`config.mk`:
```
export PLATFORM = sky130hd
export DESIGN_NAME = ps2_key_buffer
export DESIGN_NICKNAME = d
export VERILOG_FILES = /design/src/rtl/ps2_key_buffer.sv
export SDC_FILE = /design/constraint.sdc
export NUM_CORES = 1
export LEC_CHECK = 0
export ABC_AREA = 1
export CAP_MARGIN = 30
export CORE_MARGIN = 5
export CORE_UTILIZATION = 25
export DETAILED_ROUTE_END_ITERATION = 7
export PLACE_DENSITY_LB_ADDON = 0.25
export SLEW_MARGIN = 40
export SYNTH_ARGS = -nofsm -noshare
export SYNTH_HDL_FRONTEND = slang
export SYNTH_SLANG_ARGS = --single-unit
```
`constraint.sdc`:
```
create_clock -name CLK -period 3.4 [get_ports CLK]
set_input_delay 0.34 -clock CLK [delete_from_list [all_inputs] [get_ports CLK]]
set_output_delay 0.34 -clock CLK [all_outputs]
set_load 0.005 [all_outputs]
```
`src/rtl/ps2_key_buffer.sv`:
```
// PS/2 keyboard receiver feeding a scan-code FIFO for the memory-mapped keyboard port.
// Optional macro PS2_BREAK_FILTER_EN drops F0 break prefixes and the byte that follows them.
module ps2_key_buffer #(
  parameter int DEPTH          = 16,
  parameter int TIMEOUT_CYCLES = 50000
) (
  input  logic       CLK,
  input  logic       resetp,
  input  logic       ps2_clk,
  input  logic       ps2_data,
  input  logic       clean_key_buffer,
  output logic [7:0] pressed_key,
  output logic       keyboard_valid,
  output logic       key_overflow,
  output logic       frame_error
);

  localparam int AW = $clog2(DEPTH);
  localparam int CW = AW + 1;
  localparam int TW = $clog2(TIMEOUT_CYCLES + 1);

  typedef enum logic [1:0] {S_IDLE = 2'd0, S_DATA = 2'd1, S_PARITY = 2'd2, S_STOP = 2'd3} rx_state_t;

  logic            clk_s1_q, clk_s2_q, clk_prev_q, fall_q;
  logic            dat_s1_q, dat_s2_q;
  rx_state_t       state_q, state_d;
  logic [2:0]      bit_cnt_q, bit_cnt_d;
  logic [7:0]      shift_q, shift_d;
  logic            par_q, par_d;
  logic [TW-1:0]   tmo_q, tmo_d;
  logic            push_s, err_s, push_en_s;
  logic [7:0]      mem_q [DEPTH];
  logic [AW-1:0]   wr_ptr_q, wr_ptr_d, rd_ptr_q, rd_ptr_d;
  logic [CW-1:0]   count_q, count_d;
  logic            popped_q, popped_d;
  logic [7:0]      pressed_key_q, pressed_key_d;
  logic            valid_q, valid_d, overflow_q, overflow_d, frame_error_q;
  logic            full_s, pop_s, push_ok_s;

  // Synchronizers idle high; fall_q is a registered falling-edge strobe of the PS/2 clock
  always_ff @(posedge CLK or posedge resetp) begin
    if (resetp) begin
      clk_s1_q   <= 1'b1;
      clk_s2_q   <= 1'b1;
      clk_prev_q <= 1'b1;
      fall_q     <= 1'b0;
      dat_s1_q   <= 1'b1;
      dat_s2_q   <= 1'b1;
    end else begin
      clk_s1_q   <= ps2_clk;
      clk_s2_q   <= clk_s1_q;
      clk_prev_q <= clk_s2_q;
      fall_q     <= clk_prev_q & ~clk_s2_q;
      dat_s1_q   <= ps2_data;
      dat_s2_q   <= dat_s1_q;
    end
  end

  // Frame decoder next state, including the partial-frame timeout
  always_comb begin
    state_d   = state_q;
    bit_cnt_d = bit_cnt_q;
    shift_d   = shift_q;
    par_d     = par_q;
    tmo_d     = tmo_q;
    push_s    = 1'b0;
    err_s     = 1'b0;
    case (state_q)
      S_IDLE: begin
        if (fall_q && !dat_s2_q) begin
          state_d   = S_DATA;
          bit_cnt_d = 3'd0;
        end else begin
          state_d = S_IDLE;
        end
      end
      S_DATA: begin
        if (fall_q) begin
          shift_d   = {dat_s2_q, shift_q[7:1]};
          bit_cnt_d = bit_cnt_q + 3'd1;
          if (bit_cnt_q == 3'd7) begin
            state_d = S_PARITY;
          end else begin
            state_d = S_DATA;
          end
        end else begin
          state_d = S_DATA;
        end
      end
      S_PARITY: begin
        if (fall_q) begin
          par_d   = dat_s2_q;
          state_d = S_STOP;
        end else begin
          state_d = S_PARITY;
        end
      end
      S_STOP: begin
        if (fall_q) begin
          if (dat_s2_q && ((^shift_q) ^ par_q)) begin
            push_s = 1'b1;
          end else begin
            err_s = 1'b1;
          end
          state_d = S_IDLE;
        end else begin
          state_d = S_STOP;
        end
      end
      default: state_d = S_IDLE;
    endcase
    if (state_q == S_IDLE || fall_q) begin
      tmo_d = {TW{1'b0}};
    end else if (tmo_q == TW'(TIMEOUT_CYCLES)) begin
      tmo_d   = {TW{1'b0}};
      state_d = S_IDLE;
      err_s   = 1'b1;
    end else begin
      tmo_d = tmo_q + TW'(1);
    end
  end

  // Decoder state registers
  always_ff @(posedge CLK or posedge resetp) begin
    if (resetp) begin
      state_q       <= S_IDLE;
      bit_cnt_q     <= 3'd0;
      shift_q       <= 8'h00;
      par_q         <= 1'b0;
      tmo_q         <= {TW{1'b0}};
      frame_error_q <= 1'b0;
    end else begin
      state_q       <= state_d;
      bit_cnt_q     <= bit_cnt_d;
      shift_q       <= shift_d;
      par_q         <= par_d;
      tmo_q         <= tmo_d;
      frame_error_q <= err_s;
    end
  end

`ifdef PS2_BREAK_FILTER_EN
  logic skip_q, skip_d;

  // Break filter: swallow F0 and the key code that follows it
  always_comb begin
    skip_d    = skip_q;
    push_en_s = 1'b0;
    if (push_s) begin
      if (shift_q == 8'hF0) begin
        skip_d = 1'b1;
      end else if (skip_q) begin
        skip_d = 1'b0;
      end else begin
        push_en_s = 1'b1;
      end
    end else begin
      push_en_s = 1'b0;
    end
  end

  // Break filter flag
  always_ff @(posedge CLK or posedge resetp) begin
    if (resetp) begin
      skip_q <= 1'b0;
    end else begin
      skip_q <= skip_d;
    end
  end
`else
  assign push_en_s = push_s;
`endif

  // FIFO bookkeeping; the head byte is precomputed so pressed_key is a flop
  always_comb begin
    full_s     = (count_q == CW'(DEPTH));
    pop_s      = clean_key_buffer & valid_q & ~popped_q;
    push_ok_s  = push_en_s & (~full_s | pop_s);
    overflow_d = overflow_q | (push_en_s & full_s & ~pop_s);
    wr_ptr_d   = push_ok_s ? wr_ptr_q + AW'(1) : wr_ptr_q;
    rd_ptr_d   = pop_s ? rd_ptr_q + AW'(1) : rd_ptr_q;
    case ({push_ok_s, pop_s})
      2'b10:   count_d = count_q + CW'(1);
      2'b01:   count_d = count_q - CW'(1);
      default: count_d = count_q;
    endcase
    if (!clean_key_buffer) begin
      popped_d = 1'b0;
    end else if (pop_s) begin
      popped_d = 1'b1;
    end else begin
      popped_d = popped_q;
    end
    valid_d = (count_d != CW'(0));
    if (!valid_d) begin
      pressed_key_d = 8'h00;
    end else if (push_ok_s && rd_ptr_d == wr_ptr_q) begin
      pressed_key_d = shift_q;
    end else begin
      pressed_key_d = mem_q[rd_ptr_d];
    end
  end

  // FIFO control and output registers
  always_ff @(posedge CLK or posedge resetp) begin
    if (resetp) begin
      wr_ptr_q      <= {AW{1'b0}};
      rd_ptr_q      <= {AW{1'b0}};
      count_q       <= {CW{1'b0}};
      popped_q      <= 1'b0;
      pressed_key_q <= 8'h00;
      valid_q       <= 1'b0;
      overflow_q    <= 1'b0;
    end else begin
      wr_ptr_q      <= wr_ptr_d;
      rd_ptr_q      <= rd_ptr_d;
      count_q       <= count_d;
      popped_q      <= popped_d;
      pressed_key_q <= pressed_key_d;
      valid_q       <= valid_d;
      overflow_q    <= overflow_d;
    end
  end

  // FIFO storage
  always_ff @(posedge CLK) begin
    if (push_ok_s) begin
      mem_q[wr_ptr_q] <= shift_q;
    end
  end

  assign pressed_key    = pressed_key_q;
  assign keyboard_valid = valid_q;
  assign key_overflow   = overflow_q;
  assign frame_error    = frame_error_q;

endmodule

```
==> results.cfg <==
[setup_path]
path_cells = inv_1, nand2_1, nand2_1, nand2_2, nand3_2, a21oi_2, nor2_8, nand2_2, nand2_4, inv_1, ha_1, a21oi_1, nand2_1, xor2_1, inv_1, nand3_1, nand2_1, nand2_2, nor2_8, a21oi_2
slowest_stage = dfrtp_1
path_buf_inv = 3
cpMostUsedCell = nand2_1
arrival_ps = 3350
crit_path_end = pressed_key[4]
crit_path_end_kind = flop
critical_path.startpoint = shift_q[7]
crit_type = flop to flop
startpoint_type = flop
reg2reg_depth = 20
r2r_end = pressed_key[4]
cp.required_ps = 3720
cpPeakStageDelay_ps = 560
path_depth = 20
regToRegSetupSlack_ps = 370
path_delay_family = simple AND/OR/NAND/NOR gates
critical_path.max_fanout = 12
rr_startpoint = shift_q[7]

[clocking]
root_buffer = clkbuf_16
cts-buffers-inserted = 17
htreeDepth = 4
cts.sink_count = 189
cts_setup_buffers = 0
cts_tree = built
post_cts_resized = 0
cts_buffer_depth = 2
hold_buffers = 0
clock_latency_ps = 450
cts.clk_slew.worst_paths_ps = 80

[routing]
drt_iter0_drc = 257
dr.pass1.iters = 4
wire_per_inst_um = 15.6
drt-total-wl_um = 19900
drc = 0
routed_via_density = 4.33
antenna_left = 0
vias = 5537

[power]
cellPowerDensity_nw_per_um2 = 856
peakVddDrop_v = 0.000424
p_leak_nw = 3.83

[yosys]
yosysMostFrequentCell = nand2_1
syn_nets = 791
ys_seq_area_share_pct = 64.4
yosysWarningCount = 0
yosys.area.top_type = edfxtp_1
synth_area_um2 = 8340
ys.flop_type = edfxtp_1
synthTopCellsByCount = nand2_1 (210), nand3_1 (129), edfxtp_1 (128), dfrtp_1 (56), inv_1 (42)
netlist_top_cells_area = edfxtp_1 (46%), dfrtp_1 (17%), nand2_1 (9.4%)
yosysUniqueCellTypes = 44
syn_avg_cell_area_um2 = 10.8
syn-instance-count = 773
async_flop_share_pct = 32.3
ys_seq_elements = 189
synth_top_area_share_pct = 46.1
synth_edf_count = 128

[run_status]
outcome = finished, final reports clean

[finish]
stdcell_count = 1279
area_growth_pct = 17.4
fin_nets = 836
utilization_pct = 29.4
drive_above_1_share_pct = 14.0
insertedDiodeCount = 0

[die]
die_area_um2 = 37100
rows = 67
die_w_um = 193
initial_core_util_pct = 25.1
core-area_um2 = 33300
io_pins = 16
die_y_um = 193

[timing]
tns_ps = 0
min_period_ps = 3030
fmax_ghz = 0.330
slew_violations = 0
fin_crit_sh_pct = 89.1
fin_ws_ps = 370
rsz0062_at_grt = false
setup_viol = 0
fin_hold_ws_ps = 307
finalHoldViolCount = 0
tightest_slew_ps = 641
max-slew-margin-rel_pct = 57.2
worst_clock_skew_ps = 21.6

[run]
maxCapViolations = 0

[placement]
hpwl_um = 12800
place_inst = 1247
port_buffers = 15
gp_congestion = 0.838
pre_cts_ws_ps = 363

[global_routing]
grt.overflow.total = 0
grt_start_max_net_pins = 35
grt_pass1_wl_um = 31500
grt_pass1_vias = 5439
grtUsageTotal_pct = 11.0
antenna_found_initial = 0

[hold_path]
hold_path.class = input port to asynchronous set/reset pin
-- sequential cells by signal (all words and copies together), names as in the netlist --
name,count
bit_cnt_q,3
clk_prev_q,1
clk_s1_q,1
clk_s2_q,1
count_q,5
dat_s1_q,1
dat_s2_q,1
fall_q,1
frame_error,1
key_overflow,1
keyboard_valid,1
mem_q,128
par_q,1
popped_q,1
pressed_key,8
rd_ptr_q,4
shift_q,8
state_q,2
tmo_q,16
wr_ptr_q,4
-- logic make-up (layout without fill, tap and decap cells) --
kind of cell	count (synthesis)	in the layout	synth area share, %
buffers and inverters	73	131	3.84
multiplexers	1	1	0.120
flip-flops	189	189	64.4
AND/OR/NAND/NOR	434	434	24.5
XOR/XNOR	13	13	1.45
adder cells (fa/ha/maj)	13	13	2.04
AO/OA/AOI/OAI	50	50	3.63
-- power breakdown --
part,switching (W),total [W],internal [W],leakage (nW)
Sequential,0.000181,0.00301,0.00283,1.92
Combinational,0.00226,0.00333,0.00107,1.62
Clock,0.000988,0.00204,0.00105,0.290
-- placed cells by master (no fill, tap or decap), drive strengths merged, types with 2 or more instances in the layout --
cell	n
a211oi	3
a21oi	17
buf	37
clkbuf	17
clkdlybuf4s50	15
clkinv	3
dfrtp	56
dfstp	5
edfxtp	128
ha	12
inv	57
nand2	223
nand3	133
nand3b	2
nand4	8
nor2	40
nor3	17
nor3b	4
nor4	5
o21ai	27
xnor2	2
xor2	11
-- worst reg2reg max path: stages (launching register included) --
cell and delay, ps:
dfrtp_1 560, inv_1 120, nand2_1 80, nand2_1 60, nand2_2 70, nand3_2 100, a21oi_2 290, nor2_8 90
nand2_2 90, nand2_4 80, inv_1 140, ha_1 290, a21oi_1 160, nand2_1 70, xor2_1 140, inv_1 50
nand3_1 70, nand2_1 100, nand2_2 100, nor2_8 190, a21oi_2 80
-- metal layers --
layer / share of wire (%) / vias to the layer above / GRT usage [%]
li1: - / 2742 / -
met1: 48 / 2734 / 14.8
met2: 49 / 47 / 18.4
met3: 1.7 / 14 / 2.12
met4: 1.4 / 0 / 2.72
met5: 0 / - / 0
-- worst min-delay path by stage --
stage | startpoint | end | slack, ps | cells after the start
floorplan | ps2_clk | clk_s1_q | 340 | 0
global placement | clk_s1_q | clk_s2_q | 350 | 0
detailed placement | clk_s1_q | clk_s2_q | 350 | 0
CTS | ps2_clk | clk_s1_q | 280 | 1
global route | ps2_clk | clk_s1_q | 290 | 1
finish | resetp | popped_q | 310 | 2
-- per-stage QoR --
step	power, W	area [µm²]
final	0.00838	9800
after global routing	0.00895	9800
after CTS	0.00851	9800
after detailed placement	0.00644	9200
after global placement	0.00642	9200
after floorplan	0.00525	8340
-- cell type report --
| type | instances | area, µm² |
|---|---|---|
| fill | 3491 | 23500 |
| sequential | 189 | 5380 |
| multi-input combinational | 511 | 2650 |
| tap | 448 | 561 |
| timing repair buffer | 52 | 440 |
| clock buffer | 17 | 425 |
| inverter | 47 | 176 |
| clock inverter | 15 | 169 |
Note: power is estimated with default switching activity, not from simulation.
